$ cat config.mk
export PLATFORM = sky130hd
export DESIGN_NAME = pc_fetch_stage
export DESIGN_NICKNAME = d
export VERILOG_FILES = /design/src/rtl/pc_fetch_stage.sv
export SDC_FILE = /design/constraint.sdc
export NUM_CORES = 1
export LEC_CHECK = 0
export ABC_CLOCK_PERIOD_IN_PS = 4900
export CAP_MARGIN = 15
export CORE_ASPECT_RATIO = 1.1
export CORE_MARGIN = 2
export CORE_UTILIZATION = 45
export DETAILED_ROUTE_END_ITERATION = 10
export MAX_ROUTING_LAYER = met4
export PLACE_DENSITY = 0.8
export SLEW_MARGIN = 40
export SYNTH_ARGS = -nofsm -noshare
export SYNTH_HDL_FRONTEND = slang
export SYNTH_SLANG_ARGS = --single-unit
$ cat constraint.sdc
create_clock -name clk -period 4.9 [get_ports clk]
set_input_delay 0.98 -clock clk [delete_from_list [all_inputs] [get_ports clk]]
set_output_delay 0.98 -clock clk [all_outputs]
set_load 0.005 [all_outputs]
$ cat src/rtl/pc_fetch_stage.sv
// Instruction fetch stage: drives the PC into instruction memory and fills the IF/ID register.
// A one-entry skid buffer holds a response that arrives while IF/ID is stalled.
module pc_fetch_stage #(
    parameter logic [31:0] RESET_PC = 32'h0000_0000
) (
    input  logic        clk,
    input  logic        rst_n,
    input  logic        redirect,
    input  logic [31:0] redirect_pc,
    input  logic        stall,
    output logic        imem_req,
    output logic [31:0] imem_addr,
    input  logic        imem_ack,
    input  logic [31:0] imem_rdata,
    output logic        if_valid,
    output logic [31:0] if_pc,
    output logic [31:0] if_inst
);

    typedef enum logic [1:0] {ST_REQ, ST_FULL, ST_DROP} state_t;

    state_t      state;
    logic [31:0] pc;
    logic [31:0] tgt_pc;
    logic        skid_valid;
    logic [31:0] skid_pc;
    logic [31:0] skid_inst;

    logic        ack_v;
    logic [31:0] redir_al;

    // An ack only counts against a request actually on the bus.
    assign ack_v     = imem_ack & imem_req;
    assign redir_al  = {redirect_pc[31:2], 2'b00};
    assign imem_addr = pc;

    always_ff @(posedge clk or negedge rst_n) begin
        if (!rst_n) begin
            state      <= ST_REQ;
            pc         <= RESET_PC;
            tgt_pc     <= RESET_PC;
            imem_req   <= 1'b0;
            if_valid   <= 1'b0;
            if_pc      <= 32'h0;
            if_inst    <= 32'h0;
            skid_valid <= 1'b0;
            skid_pc    <= 32'h0;
            skid_inst  <= 32'h0;
        end else if (redirect) begin
            if_valid   <= 1'b0;
            skid_valid <= 1'b0;
            imem_req   <= 1'b1;
            // Only an outstanding, unacked request forces a drop of its response.
            if (state == ST_FULL || ack_v || !imem_req) begin
                state <= ST_REQ;
                pc    <= redir_al;
            end else begin
                state  <= ST_DROP;
                tgt_pc <= redir_al;
            end
        end else begin
            case (state)
                ST_REQ: begin
                    imem_req <= 1'b1;
                    if (ack_v) begin
                        pc <= pc + 32'd4;
                        if (!if_valid || !stall) begin
                            if_valid <= 1'b1;
                            if_pc    <= pc;
                            if_inst  <= imem_rdata;
                        end else begin
                            skid_valid <= 1'b1;
                            skid_pc    <= pc;
                            skid_inst  <= imem_rdata;
                            state      <= ST_FULL;
                            imem_req   <= 1'b0;
                        end
                    end else if (!stall) begin
                        if_valid <= 1'b0;
                    end
                end
                ST_FULL: begin
                    if (!stall) begin
                        if_valid   <= skid_valid;
                        if_pc      <= skid_pc;
                        if_inst    <= skid_inst;
                        skid_valid <= 1'b0;
                        state      <= ST_REQ;
                        imem_req   <= 1'b1;
                    end
                end
                ST_DROP: begin
                    if (!stall) begin
                        if_valid <= 1'b0;
                    end
                    if (ack_v) begin
                        pc    <= tgt_pc;
                        state <= ST_REQ;
                    end
                end
                default: begin
                    state <= ST_REQ;
                end
            endcase
        end
    end

endmodule

==> flow_summary.html <==
<table>
<tr><th>Metric</th><th>Value</th></tr>
<tr><th colspan="2">Status</th></tr>
<tr><td>Result of the run</td><td>finished, final reports clean</td></tr>
<tr><th colspan="2">STA</th></tr>
<tr><td>Setup violators final</td><td>0</td></tr>
<tr><td>Unrepaired setup endpoints after global routing</td><td>false</td></tr>
<tr><td>Min Tclk post-route</td><td>roughly 3200 ps</td></tr>
<tr><td>Final Cycle Share</td><td>0.654</td></tr>
<tr><td>Maximum frequency from static timing analysis</td><td>0.312 GHz</td></tr>
<tr><td>Count of final hold-check violations</td><td>0</td></tr>
<tr><td>Remaining max-slew budget at the tightest pin</td><td>0.446</td></tr>
<tr><td>Final TNS setup</td><td>0 ps</td></tr>
<tr><td>Final count of pins violating max slew</td><td>0</td></tr>
<tr><td>Final setup skew</td><td>10.7 ps</td></tr>
<tr><td>Worst-margin pin slew</td><td>832 ps</td></tr>
<tr><th colspan="2">Place</th></tr>
<tr><td>Final weighted congestion in routability-driven placement</td><td>0.882</td></tr>
<tr><td>Number of port buffers</td><td>160</td></tr>
<tr><td>Dpl hpwl</td><td>14100 um</td></tr>
<tr><th colspan="2">Synthesis</th></tr>
<tr><td>Sequential area share after synthesis</td><td>0.529</td></tr>
<tr><td>Share of synthesized flip-flops with an asynchronous set or reset</td><td>1.00</td></tr>
<tr><td>Netlist area before placement</td><td>8930 um^2</td></tr>
<tr><td>Area leader, netlist</td><td>dfrtp_1</td></tr>
<tr><td>Post-synth top flop</td><td>dfrtp_1</td></tr>
<tr><td>Synth top area share</td><td>0.529</td></tr>
<tr><td>Dominant cell by count in the synthesized netlist</td><td>dfrtp_1</td></tr>
<tr><td>Number of instances in the synthesized netlist</td><td>about 870</td></tr>
<tr><td>Avg Inst Size Synth</td><td>10.2 um^2</td></tr>
<tr><td>Most frequent cells after synthesis</td><td>189 x dfrtp_1, 111 x nand2_1, 88 x nor2_1</td></tr>
<tr><td>Ranking of synthesized cells by area</td><td>dfrtp_1 53%, mux2_2 7.8%, mux2i_1 7.7%</td></tr>
<tr><td>Number of different library cells in the post-synthesis netlist</td><td>62</td></tr>
<tr><td>EDFF count, synth</td><td>0</td></tr>
<tr><td>FF+latch count, synth</td><td>189</td></tr>
<tr><td>Count of yosys warnings during synthesis</td><td>0</td></tr>
<tr><th colspan="2">Finish</th></tr>
<tr><td>Multi-input gate area in the final layout</td><td>3910 um^2</td></tr>
<tr><td>Fin nets</td><td>1073</td></tr>
<tr><td>Filler cells</td><td>1687</td></tr>
<tr><td>Area delta synth-&gt;final</td><td>26.2%</td></tr>
<tr><td>Sequential cell area</td><td>4730 um^2</td></tr>
<tr><td>Total inserted antenna cells</td><td>0</td></tr>
<tr><td>Fraction of final layout cells with drive strength greater than 1</td><td>0.116</td></tr>
<tr><th colspan="2">Worst setup path</th></tr>
<tr><td>Required time of the worst setup path</td><td>approximately 5200 ps</td></tr>
<tr><td>Maximum fanout encountered on the critical timing path</td><td>39</td></tr>
<tr><td>Data arrival time at the worst-slack endpoint</td><td>3520 ps</td></tr>
<tr><td>Largest incremental delay on the critical path</td><td>~850 ps</td></tr>
<tr><td>Dominant delay contributor by cell family on the critical path</td><td>simple AND/OR/NAND/NOR gates</td></tr>
<tr><td>Cell breakdown of the critical path</td><td>clkdlybuf4s50_1 -&gt; inv_1 -&gt; buf_4 -&gt; or4b_1 -&gt; o21ai_2 -&gt; buf_4 -&gt; nor3_1 -&gt; nor4_1</td></tr>
<tr><td>Sort of element at the end of the critical path</td><td>register</td></tr>
<tr><td>Buf/Inv on CP</td><td>4</td></tr>
<tr><td>Critical setup path kind</td><td>in -&gt; reg</td></tr>
<tr><td>Most Frequent Cell on Critical Path</td><td>buf_4</td></tr>
<tr><td>Critical Path Start Type</td><td>input port</td></tr>
<tr><td>Cell with the largest stage delay on the worst path</td><td>or4b_1</td></tr>
<tr><th colspan="2">Power and ir drop</th></tr>
<tr><td>PnR Total Power</td><td>~5.3 mW</td></tr>
<tr><td>Cell Pwr Density</td><td>between 400 and 500 nW/um^2</td></tr>
<tr><td>Leakage power</td><td>4.73 nW</td></tr>
<tr><td>Worst IR Drop VDD</td><td>267 uV</td></tr>
<tr><th colspan="2">Floorplan</th></tr>
<tr><td>Initial core utilization</td><td>0.454</td></tr>
<tr><td>Core region area</td><td>19700 um^2</td></tr>
<tr><td>Die outline area</td><td>between 20000 and 25000 um^2</td></tr>
<tr><td>Num ports</td><td>167</td></tr>
<tr><td>Die Y</td><td>152 um</td></tr>
<tr><td>Horiz. Die Dim</td><td>around 140 um</td></tr>
<tr><td>Placement Rows</td><td>54</td></tr>
<tr><th colspan="2">Clocking</th></tr>
<tr><td>TritonCTS Buffers</td><td>17</td></tr>
<tr><td>Resized Gates After CTS</td><td>0</td></tr>
<tr><td>Clock insertion delay at the later pin of the skew report</td><td>430 ps</td></tr>
<tr><td>Clock tree root buffer cell</td><td>clkbuf_16</td></tr>
<tr><td>H-tree lvl count</td><td>4</td></tr>
<tr><td>Clock tree from TritonCTS</td><td>built</td></tr>
<tr><td>Postcts setup bufs</td><td>0</td></tr>
<tr><td>Reg clk slew, reported paths</td><td>about 70 ps</td></tr>
<tr><td>Clk sink count</td><td>about 190</td></tr>
<tr><td>Total of hold buffers inserted after clock tree synthesis</td><td>0</td></tr>
<tr><td>Buffer depth of the longest clock path</td><td>2</td></tr>
<tr><th colspan="2">Run</th></tr>
<tr><td>Max Cap Violations</td><td>0</td></tr>
<tr><th colspan="2">Global route</th></tr>
<tr><td>Global routing usage summed across all routing layers</td><td>0.213</td></tr>
<tr><td>Number of antenna violations at the first check in global routing</td><td>0</td></tr>
<tr><td>Remaining global-route overflow</td><td>0</td></tr>
<tr><td>First-pass GRT wire length</td><td>approximately 35000 um</td></tr>
<tr><td>Number of global-route vias before repair</td><td>~7000</td></tr>
<tr><td>Maximum number of pins on one net before global-route repair</td><td>approximately 130</td></tr>
<tr><th colspan="2">Routing</th></tr>
<tr><td>Ratio of routed vias to standard cells</td><td>5.58</td></tr>
<tr><td>Count of vias placed by the detailed router</td><td>7060</td></tr>
<tr><td>1st-pass router iterations</td><td>5</td></tr>
<tr><td>Final antenna-violating net count</td><td>0</td></tr>
<tr><td>Iteration-0 DRC Markers</td><td>577</td></tr>
<tr><td>DRC Markers</td><td>0</td></tr>
<tr><td>Routed wirelength normalized by instance count</td><td>16.9 um</td></tr>
<tr><td>Routed wire length</td><td>~21000 um</td></tr>
<tr><th colspan="2">Worst hold path</th></tr>
<tr><td>Kind of path behind the tightest hold check</td><td>reg -&gt; reg</td></tr>
</table>
power by group:
group	total [mW]	switching [mW]	leakage (nW)	internal, mW
Combinational	1.56	0.626	2.20	0.936
Clock	1.29	0.617	0.274	0.673
Sequential	2.49	0.403	2.26	2.09
Total	5.35	1.65	4.73	3.70
sequential cells by signal, indices dropped and copies added (netlist names):
| register | flops |
|---|---|
| imem_req | 1 |
| if_inst | 32 |
| tgt_pc | 30 |
| skid_valid | 1 |
| state | 2 |
| if_pc | 30 |
| skid_pc | 30 |
| if_valid | 1 |
| imem_addr | 30 |
| skid_inst | 32 |
cells by family after synthesis:
logic type,count (synthesis),share of synthesized area
fa+ha+maj,4,0.00560
simple gates,267,0.132
other cells,1,0.000420
buf+inv,82,0.0384
flops,189,0.529
xor+xnor,12,0.0118
compound gates,188,0.127
mux,131,0.155
metrics by stage:
stage | util | hold WS, ps | setup WS [ps] | std cells | area [um^2]
after floorplan | - | 437 | 2170 | 877 | 8940
after detailed placement | 0.546 | 455 | 1280 | 1233 | 10700
after global routing | 0.574 | 490 | 1580 | 1265 | 11300
after CTS | 0.574 | 473 | 1730 | 1265 | 11300
after global placement | 0.545 | 449 | 1310 | 1233 | 10700
final | 0.574 | 477 | 1700 | 1265 | 11300
area by class of cell:
class / instances / area share
clock buffer: 18 / 0.0389
clock inverter: 14 / 0.00965
inverter: 14 / 0.00466
multi-input combinational: 606 / 0.346
sequential: 189 / 0.419
tap: 252 / 0.0280
timing repair buffer: 172 / 0.153
layer usage:
metal | track usage | vias up | routed length (um)
li1 | - | 3320 | -
met1 | 0.282 | 3412 | 9800
met2 | 0.334 | 276 | 10000
met3 | 0.0346 | 52 | 1030
met4 | 0.0832 | 0 | 538
met5 | - | - | 0
path summary, 6_finish.rpt:
| path | slack [ps] | depth (start not counted) | to | start |
|---|---|---|---|---|
| worst max-delay path | 1700 | 8 | imem_addr[31] | redirect |
| worst min-delay path | 480 | 2 | tgt_pc[8] | tgt_pc[8] |
| worst max register to register | 2320 | 5 | imem_addr[30] | imem_addr[11] |
| worst min register to register | 480 | 2 | tgt_pc[8] | tgt_pc[8] |
| max in group asynchronous | 3380 | 2 | if_inst[29] | rst_n |
| min in group asynchronous | 510 | 1 | tgt_pc[2] | rst_n |
worst register-to-register path, stage by stage (launching register included):
cell     delay (ps)
dfrtp_1         610
nand4_2         210
or4_1           710
or4_4           550
o41ai_2         280
a22o_1          160
layout by cell type (no fill, tap or decap), types with 3 or more instances in the layout:
master / n
a41oi_1: 3
conb_1: 4
nand4_1: 11
or2_2: 3
nand3_1: 14
clkinv_4: 3
a21oi_1: 86
o21bai_1: 4
mux2_2: 62
inv_6: 5
dfrtp_1: 189
o22ai_1: 8
a22oi_1: 4
buf_4: 9
clkbuf_16: 18
xor2_1: 7
inv_1: 14
mux2i_1: 69
a31oi_1: 10
nand2_1: 111
ha_1: 3
a21o_1: 3
xnor2_1: 5
o21ai_0: 33
o22a_1: 4
nor4_1: 4
o211ai_1: 6
nor3_1: 9
a22o_1: 7
nand2b_1: 7
and3_1: 5
and2_1: 3
clkinv_2: 4
clkdlybuf4s50_1: 159
nor2_1: 87
Power figures use the tool's default switching activity.
